`config.mk`:
```
export PLATFORM = sky130hd
export DESIGN_NAME = opti_stream_ctrl
export DESIGN_NICKNAME = d
export VERILOG_FILES = /design/src/rtl/opti_pkg.sv /design/src/rtl/opti_out_reg.sv /design/src/rtl/opti_stream_ctrl.sv
export SDC_FILE = /design/constraint.sdc
export NUM_CORES = 1
export LEC_CHECK = 0
export BUFFER_PORTS_ARGS = -buffer_cell sky130_fd_sc_hd__clkbuf_2
export CAP_MARGIN = 20
export CELL_PAD_IN_SITES_DETAIL_PLACEMENT = 0
export CELL_PAD_IN_SITES_GLOBAL_PLACEMENT = 1
export CORE_MARGIN = 4
export CORE_UTILIZATION = 40
export DETAILED_ROUTE_END_ITERATION = 7
export PLACE_DENSITY = 0.74
export SLEW_MARGIN = 10
export SYNTH_ARGS = -nofsm -noshare
export SYNTH_HDL_FRONTEND = slang
export SYNTH_SLANG_ARGS = --single-unit
```
`constraint.sdc`:
```
create_clock -name clk -period 5.45 [get_ports clk]
set_input_delay 1.09 -clock clk [delete_from_list [all_inputs] [get_ports clk]]
set_output_delay 1.09 -clock clk [all_outputs]
set_load 0.03 [all_outputs]
```
`src/rtl/opti_pkg.sv`:
```
// opti_pkg: shared state encoding, default widths and a constant clog2 helper for the stream controller.
// Contents: opti_state_t (IDLE, WAIT_IN, SETTLE, STREAM, DONE), DEF_* parameter defaults, clog2().
package opti_pkg;

    typedef enum logic [2:0] {
        IDLE,
        WAIT_IN,
        SETTLE,
        STREAM,
        DONE
    } opti_state_t;

    localparam int DEF_DATA_W         = 16;
    localparam int DEF_ADDR_W         = 11;
    localparam int DEF_NUM_SAMPLES    = 2048;
    localparam int DEF_SETTLE_SAMPLES = 238;

    // Ceiling log2, never below 1 so a counter always has at least one bit.
    function automatic int clog2(input int n);
        int r;
        r = 1;
        for (int i = 1; i < 32; i++)
            if ((1 << i) < n) r = i + 1;
        return r;
    endfunction

endpackage

```
`src/rtl/opti_out_reg.sv`:
```
// opti_out_reg: one-deep valid/ready output register with load, hold and sticky overrun flag.
// Ports: clk, rst (sync, active-high); en (streaming allowed); clr (drop held sample, zero outputs);
//        ovr_clr (clear overrun); in_valid/in_data/in_addr (candidate sample); out_ready (consumer);
//        load (sample accepted this cycle); data_out/addr/valid (presented sample); overrun (sticky drop flag).
module opti_out_reg #(
    parameter int DATA_W = 16,
    parameter int ADDR_W = 11
) (
    input  logic              clk,
    input  logic              rst,
    input  logic              en,
    input  logic              clr,
    input  logic              ovr_clr,
    input  logic              in_valid,
    input  logic [DATA_W-1:0] in_data,
    input  logic [ADDR_W-1:0] in_addr,
    input  logic              out_ready,
    output logic              load,
    output logic [DATA_W-1:0] data_out,
    output logic [ADDR_W-1:0] addr,
    output logic              valid,
    output logic              overrun
);

    logic [DATA_W-1:0] data_q, data_d;
    logic [ADDR_W-1:0] addr_q, addr_d;
    logic              valid_q, valid_d;
    logic              ovr_q, ovr_d;

    assign load = en && in_valid && (!valid_q || out_ready);

    always_comb begin
        data_d  = clr ? '0 : load ? in_data : data_q;
        addr_d  = clr ? '0 : load ? in_addr : addr_q;
        valid_d = clr ? 1'b0 : load ? 1'b1 : (valid_q && out_ready) ? 1'b0 : valid_q;
        // A sample arriving while the held one is stalled is lost; the address is not consumed.
        ovr_d   = ovr_clr ? 1'b0 : ovr_q | (!clr && en && in_valid && valid_q && !out_ready);
    end

    always_ff @(posedge clk) begin
        if (rst) begin
            data_q  <= '0;
            addr_q  <= '0;
            valid_q <= 1'b0;
            ovr_q   <= 1'b0;
        end else begin
            data_q  <= data_d;
            addr_q  <= addr_d;
            valid_q <= valid_d;
            ovr_q   <= ovr_d;
        end
    end

    assign data_out = data_q;
    assign addr     = addr_q;
    assign valid    = valid_q;
    assign overrun  = ovr_q;

endmodule

```
`src/rtl/opti_stream_ctrl.sv`:
```
// opti_stream_ctrl: IIR output controller - enables the pipeline, discards settling outputs, streams samples.
// Ports: clk, rst (sync, active-high); start, abort; data_in_valid; sos_out_valid/sos_out_data (last SOS stage);
//        out_ready; pipeline_en; data_out/addr/data_out_valid (ready/valid stream); stable_out; filter_done;
//        overrun (sticky); peak_abs (only with OPTI_PEAK_DETECT_EN defined: saturated max |sample| this run).
module opti_stream_ctrl
    import opti_pkg::*;
#(
    parameter int DATA_W         = DEF_DATA_W,
    parameter int ADDR_W         = DEF_ADDR_W,
    parameter int NUM_SAMPLES    = DEF_NUM_SAMPLES,
    parameter int SETTLE_SAMPLES = DEF_SETTLE_SAMPLES
) (
    input  logic              clk,
    input  logic              rst,
    input  logic              start,
    input  logic              abort,
    input  logic              data_in_valid,
    input  logic              sos_out_valid,
    input  logic [DATA_W-1:0] sos_out_data,
    input  logic              out_ready,
    output logic              pipeline_en,
    output logic [DATA_W-1:0] data_out,
    output logic [ADDR_W-1:0] addr,
    output logic              data_out_valid,
    output logic              stable_out,
    output logic              filter_done,
`ifdef OPTI_PEAK_DETECT_EN
    output logic [DATA_W-1:0] peak_abs,
`endif
    output logic              overrun
);

    localparam int SW = clog2(SETTLE_SAMPLES + 1);
    localparam int LW = ADDR_W + 1;

    opti_state_t       state_q, state_d;
    logic [SW-1:0]     settle_cnt_q, settle_cnt_d;
    logic [LW-1:0]     load_cnt_q, load_cnt_d;
    logic              stable_q, stable_d;
    logic              load, start_ok, abort_hit, room;

    assign abort_hit = abort && state_q != IDLE;
    assign start_ok  = start && !abort && (state_q == IDLE || state_q == DONE);
    assign room      = load_cnt_q < LW'(NUM_SAMPLES);

    opti_out_reg #(.DATA_W(DATA_W), .ADDR_W(ADDR_W)) u_out_reg (
        .clk       (clk),
        .rst       (rst),
        .en        (state_q == STREAM),
        .clr       (start_ok || abort_hit),
        .ovr_clr   (start_ok),
        .in_valid  (sos_out_valid && room),
        .in_data   (sos_out_data),
        .in_addr   (load_cnt_q[ADDR_W-1:0]),
        .out_ready (out_ready),
        .load      (load),
        .data_out  (data_out),
        .addr      (addr),
        .valid     (data_out_valid),
        .overrun   (overrun)
    );

    always_comb begin
        state_d = state_q;
        if (abort_hit)
            state_d = IDLE;
        else
            case (state_q)
                IDLE, DONE: if (start_ok) state_d = WAIT_IN;
                WAIT_IN:    if (data_in_valid) state_d = (SETTLE_SAMPLES == 0) ? STREAM : SETTLE;
                SETTLE:     if (sos_out_valid && settle_cnt_q == SW'(SETTLE_SAMPLES - 1)) state_d = STREAM;
                // Quota exhausted and the last sample handed over.
                STREAM:     if (!room && data_out_valid && out_ready) state_d = DONE;
                default:    state_d = IDLE;
            endcase
        settle_cnt_d = start_ok ? '0 : settle_cnt_q + SW'(state_q == SETTLE && sos_out_valid);
        load_cnt_d   = start_ok ? '0 : load_cnt_q + LW'(load);
        stable_d     = (start_ok || abort_hit || state_d == DONE) ? 1'b0 : stable_q | load;
    end

    always_ff @(posedge clk) begin
        if (rst) begin
            state_q      <= IDLE;
            settle_cnt_q <= '0;
            load_cnt_q   <= '0;
            stable_q     <= 1'b0;
        end else begin
            state_q      <= state_d;
            settle_cnt_q <= settle_cnt_d;
            load_cnt_q   <= load_cnt_d;
            stable_q     <= stable_d;
        end
    end

    assign pipeline_en = state_q == WAIT_IN || state_q == SETTLE || state_q == STREAM;
    assign filter_done = state_q == DONE;
    assign stable_out  = stable_q;

`ifdef OPTI_PEAK_DETECT_EN
    logic [DATA_W-1:0] peak_q, peak_d, mag;

    always_comb begin
        // The most negative code has no positive twin; clamp it to the largest positive value.
        mag    = !sos_out_data[DATA_W-1] ? sos_out_data :
                 (sos_out_data == {1'b1, {(DATA_W-1){1'b0}}}) ? {1'b0, {(DATA_W-1){1'b1}}} : -sos_out_data;
        peak_d = start_ok ? '0 : (load && mag > peak_q) ? mag : peak_q;
    end

    always_ff @(posedge clk) begin
        if (rst) peak_q <= '0;
        else     peak_q <= peak_d;
    end

    assign peak_abs = peak_q;
`endif

endmodule

```
==> results.ini, run 1 <==
[sta]
post-route-min-period_ns=3.46
tightest_slew_ns=0.999
drv_slew=0
tns_ns=0
hold_viol_final=0
rsz0062_at_grt=false
fmax_ghz=0.289
relSlewSlack=0.332
final-setup-viol-count=0
hold_slack_ns=0.484
finalClockSkew_ns=0.00910
post-route-period-util=0.636

[place]
gp_congestion=0.800
port-buffer-count=54
dpl_cell_area_um2=3730
hpwl_um=5180

[yosys]
synth_top_family_by_area=simple AND/OR/NAND/NOR gates
yosysTopAreaCellShare=0.453
synth_top_area_cell=dfxtp_1
synthXorXnorAreaFrac=0.0540
synthCells=368
ys_top_cells_by_area=dfxtp_1 (45%), mux2i_1 (7.9%), nor2_1 (6.2%)
synth_edf_count=0
synth_common_cells=dfxtp_1 (77), nor2_1 (56), mux2i_1 (27), a21oi_1 (18), nand3_1 (17)
synth-adder-area-share=0.0176
async_flop_share=0
syn-num-nets=395
yosys_warnings=0
ys.flop_type=dfxtp_1
synth_area_um2=3400
avgSynthCellArea_um2=9.25
synth_mux_area_frac=0.0794
synth_simple_gate_area_frac=0.278
seq_area_frac_synth=0.453
ys_ff_latch=77
synth_cell_type_count=47
synth_most_common_cell=dfxtp_1
synth-compound-area-share=0.0816

[drt]
antenna_left=0
vias_per_cell=5.31
wl_per_cell_um=14.0
first_pass_iters=4
drt_iter0_markers=87
drc=0
vias=2805
wl_um=7390

[floorplanning]
start_util=0.412
coreArea_um2=8260
rows=33
die_h_um=100
ios=55
die_w_um=100
dieArea_um2=10000

[clock_network]
cts.repair.resized=0
cts-hold-fix-buffers=0
cts_buffer_depth=2
cts-root-buf=clkbuf_8
cts_inserted_buffers=9
cts_tree=done
clk_latency_ns=0.35
cts.sinks=77
path_clk_slew_ns=0.09
cts_setup_buffers=0
h-tree-depth=3

[critical_path]
arrival_ns=3.74
path_max_fanout=14
cp-start-kind=primary input
rr_worst_depth=7
reg2reg_slack_ns=2.28
critical_path.endpoint_type=register
crit_type=in -> reg
crit_start=sos_out_valid
required_ns=5.73
r2r_end=settle_cnt_q[30]
r2r_start=state_q[1]

[global_route]
grt.total_usage=0.157
globalRouteOverflowTotal=0
grt_pass1_vias=2655
grt_max_degree=42
grt_pass1_wl_um=12800
antenna_found_initial=0

[final_layout]
drive_above_1_share=0.206
nNetsFinal=445
nFillCells=833
post-route-util=0.477
fin_area_um2=3940
antenna_cells=0
syn_to_final_growth_pct=15.7

[worst_hold_path]
holdCritStartpoint=u_out_reg.overrun
hold_end=u_out_reg.overrun
whs_path_depth=2
worstHoldPathType=reg -> reg

[run_status]
status=complete, no violations

[flow_run]
cap_violations=0

[pwr]
leakage_nw=1.35
power_density_nw_per_um2=272
vdd_drop_max_uv=160

critical path, cell delays in order:
cell	delay (ns)
clkbuf_2	0.10
nor4bb_1	0.37
ha_1	0.30
ha_1	0.24
nand4_1	0.21
or3_1	0.60
or4b_2	0.67
a21oi_1	0.16
worst max path at each step:
stage | endpoint | slack [ns] | depth (start not counted)
floorplan | settle_cnt_q[20] | 2.21 | 8
global placement | settle_cnt_q[30] | 1.74 | 8
detailed placement | settle_cnt_q[26] | 1.61 | 8
CTS | settle_cnt_q[30] | 1.98 | 8
global route | settle_cnt_q[30] | 1.76 | 8
finish | settle_cnt_q[30] | 1.99 | 8
sequential cells by signal, summed over array words and instances, names as in the netlist:
| signal | count |
|---|---|
| stable_out | 1 |
| u_out_reg.data_out | 16 |
| u_out_reg.overrun | 1 |
| u_out_reg.addr | 11 |
| u_out_reg.valid | 1 |
| load_cnt_q | 12 |
| settle_cnt_q | 32 |
| state_q | 3 |
kinds of logic after synthesis:
family          count (synthesis)
simple gates                  169
fa+ha+maj                       5
compound gates                 44
flops                          77
xor+xnor                       21
mux                            27
buf+inv                        25
cell type report:
cell class,count,area [um^2],area share
clock inverter,7,87.6,0.0222
inverter,9,33.8,0.00858
tap,105,131,0.0334
sequential,77,1540,0.391
clock buffer,9,124,0.0314
timing repair buffer,55,278,0.0705
multi-input combinational,266,1740,0.443
layer usage:
metal,share of wire,track usage,vias to the layer above,wire length [um]
li1,-,-,1430,-
met1,0.49,0.208,1311,3590
met2,0.44,0.244,54,3260
met3,0.062,0.0542,10,457
met4,0.0095,0.0415,0,70
met5,0,0,-,0
cell usage in the layout, fill, tap and decap left out, types with 9 or more instances in the layout:
| master | n |
|---|---|
| a21oi_1 | 18 |
| clkbuf_2 | 54 |
| clkbuf_8 | 9 |
| dfxtp_1 | 77 |
| inv_1 | 9 |
| mux2i_1 | 27 |
| nand2_1 | 15 |
| nand3_1 | 17 |
| nand4_1 | 12 |
| nor2_1 | 56 |
| nor4_1 | 9 |
| o31ai_1 | 10 |
| or4_1 | 11 |
| xnor2_1 | 12 |
| xor2_1 | 9 |
stage by stage:
step,std cells,power [W],setup slack [ns]
after global placement,512,0.000614,1.74
final,528,0.00107,1.99
after global routing,528,0.00112,1.76
after CTS,528,0.00109,1.98
after floorplan,368,0.000600,2.21
after detailed placement,512,0.000614,1.61
where the power goes:
group / internal, W / switching, W
registers: 0.000563 / 0.00000185
clock network: 0.000225 / 0.000245
logic: 0.0000116 / 0.0000231
total: 0.000800 / 0.000270
No activity file was read; power rests on OpenSTA's default activity.
==> run 2, diff against run 1 <==
==> constraint.sdc (replaced) <==
create_clock -name clk -period 3.5 [get_ports clk]
set_input_delay 0.7 -clock clk [delete_from_list [all_inputs] [get_ports clk]]
set_output_delay 0.7 -clock clk [all_outputs]
set_load 0.03 [all_outputs]
==> run 2 against run 1 <==
Effect of this change:
- clock power rose by 71%
- first-iteration DRC count fell by 25%
- register-to-register slack got worse by 1.8 ns
- core utilization rose by 0.61 points
- clock-buffer cell count rose by 1
- cell area rose by 1.3%
- global-route usage rose by 0.063 points
- critical path type is now reg -> reg
- largest cell class unchanged
==> results.ini, run 2 (same netlist as run 1, synthesis figures left out) <==
[critical_path]
critical_path.endpoint_type=register  ; unchanged
arrival_ns=3.27  ; was 3.74 ns
rr_worst_depth=7  ; unchanged
crit_type=reg -> reg  ; was in -> reg
path_max_fanout=14  ; unchanged
required_ns=3.76  ; was 5.73 ns
cp-start-kind=register  ; was primary input
reg2reg_slack_ns=0.49  ; was 2.28 ns
r2r_start=state_q[1]  ; unchanged
r2r_end=settle_cnt_q[30]  ; unchanged

[final_layout]
largest_register_ffs=32  ; unchanged
nNetsFinal=448  ; was 445
syn_to_final_growth_pct=17.2  ; was 15.7%
ff_latch_area_um2=1540  ; unchanged
nFillCells=846  ; was 833
mostFrequentLayoutCells=dfxtp_1 (77), nor2_1 (56), clkbuf_2 (54), mux2i_1 (27), a21oi_1 (18)  ; unchanged
drive_above_1_share=0.209  ; was 0.206
multi_input_area_um2=1740  ; unchanged
antenna_cells=0  ; unchanged
top_register=settle_cnt_q  ; unchanged
mostFrequentLayoutCell=dfxtp_1  ; unchanged

[drt]
wl_um=7550  ; was 7390 um
vias=2814  ; was 2805
vias_per_cell=5.30  ; was 5.31
drc=0  ; unchanged
first_pass_iters=4  ; unchanged
wl_per_cell_um=14.2  ; was 14.0 um
drt_iter0_markers=65  ; was 87
antenna_left=0  ; unchanged

[clock_network]
cts.repair.resized=0  ; unchanged
cts-root-buf=clkbuf_8  ; unchanged
path_clk_slew_ns=0.08  ; was 0.09 ns
cts_buffer_depth=2  ; unchanged
cts_setup_buffers=0  ; unchanged
cts_tree=done  ; unchanged
h-tree-depth=3  ; unchanged
cts-hold-fix-buffers=0  ; unchanged
cts.sinks=77  ; unchanged
cts_inserted_buffers=9  ; unchanged
clk_latency_ns=0.35  ; about the same

[sta]
rsz0062_at_grt=false  ; unchanged
hold_viol_final=0  ; unchanged
worst_slack_ns=0.488  ; was 1.99 ns
tns_ns=0  ; unchanged
finalClockSkew_ns=0.0115  ; was 0.00910 ns
final-setup-viol-count=0  ; unchanged
relSlewSlack=0.456  ; was 0.332
post-route-min-period_ns=3.01
tightest_slew_ns=0.816  ; was 0.999 ns
fmax_ghz=0.332
drv_slew=0  ; unchanged
post-route-period-util=0.861

[flow_run]
cap_violations=0  ; unchanged

[worst_hold_path]
holdCritStartpoint=settle_cnt_q[31]  ; was u_out_reg.overrun
worstHoldPathType=reg -> reg  ; unchanged
whs_path_depth=2  ; unchanged
hold_end=settle_cnt_q[31]  ; was u_out_reg.overrun

[global_route]
grt_pass1_vias=2711  ; was 2655
grt_max_degree=42  ; unchanged
globalRouteOverflowTotal=0  ; unchanged
antenna_found_initial=0  ; unchanged
grt_pass1_wl_um=12700  ; was 12800 um
grt.total_usage=0.157  ; about the same

[floorplanning]
start_util=0.412  ; unchanged
ios=55  ; unchanged
die_w_um=100  ; unchanged
dieArea_um2=10000  ; unchanged
rows=33  ; unchanged
coreArea_um2=8260  ; unchanged
die_h_um=100  ; unchanged

[place]
pre_cts_slack_ns=0.203  ; was 1.61 ns
port-buffer-count=54  ; unchanged
hpwl_um=5310  ; was 5180 um
gp_congestion=0.797  ; was 0.800

[pwr]
power_density_nw_per_um2=436  ; was 272 nW/um^2
leakage_nw=1.37  ; was 1.35 nW
power_w=0.00174  ; was 0.00107 W
vdd_drop_max_uv=229  ; was 160 uV

[run_status]
status=complete, no violations  ; unchanged

[run 2: worst max-delay path by stage]
stage / start / end / cells after the start
after floorplan: sos_out_valid / settle_cnt_q[20] / 8
after global placement: sos_out_valid / settle_cnt_q[30] / 8
after detailed placement: sos_out_valid / settle_cnt_q[30] / 8
after CTS: state_q[1] / settle_cnt_q[30] / 7
after global routing: state_q[1] / settle_cnt_q[30] / 7
final: state_q[1] / settle_cnt_q[30] / 7
[run 2: layout make-up]
class / count / area share
Multi-Input combinational cell: 266 / 0.437
Sequential cell: 77 / 0.386
Timing Repair Buffer: 58 / 0.0753
Tap cell: 105 / 0.0329
Clock buffer: 10 / 0.0320
Clock inverter: 6 / 0.0279
Inverter: 9 / 0.00847
[run 2: routing by layer]
metal  track usage  share of wire  vias to the layer above
met5             0              0                        -
met4        0.0560          0.018                        0
met3        0.0521          0.054                       12
met2         0.255           0.46                       54
met1         0.196           0.47                     1304
li1              -              -                     1444
[run 2: critical path: stages, from the launching register on]
cell      delay, ns
dfxtp_1        0.45
nor4bb_1       0.46
ha_1           0.29
ha_1           0.24
nand4_1        0.13
or3_1          0.55
or4b_2         0.66
a21oi_1        0.15
[run 2: power breakdown]
| group | switching, W | internal (W) |
|---|---|---|
| Clock | 0.000332 | 0.000474 |
| Sequential | 0.00000286 | 0.000877 |
| Combinational | 0.0000360 | 0.0000194 |
| Total | 0.000370 | 0.00137 |
[run 2: per-stage QoR]
step / cells / cell area (um^2) / hold WS (ns) / utilization
after floorplan: 368 / 3400 / 0.452 / -
after global placement: 515 / 3750 / 0.458 / 0.454
after detailed placement: 515 / 3750 / 0.473 / 0.454
after CTS: 531 / 3990 / 0.483 / 0.483
after global routing: 531 / 3990 / 0.521 / 0.483
final: 531 / 3990 / 0.477 / 0.483
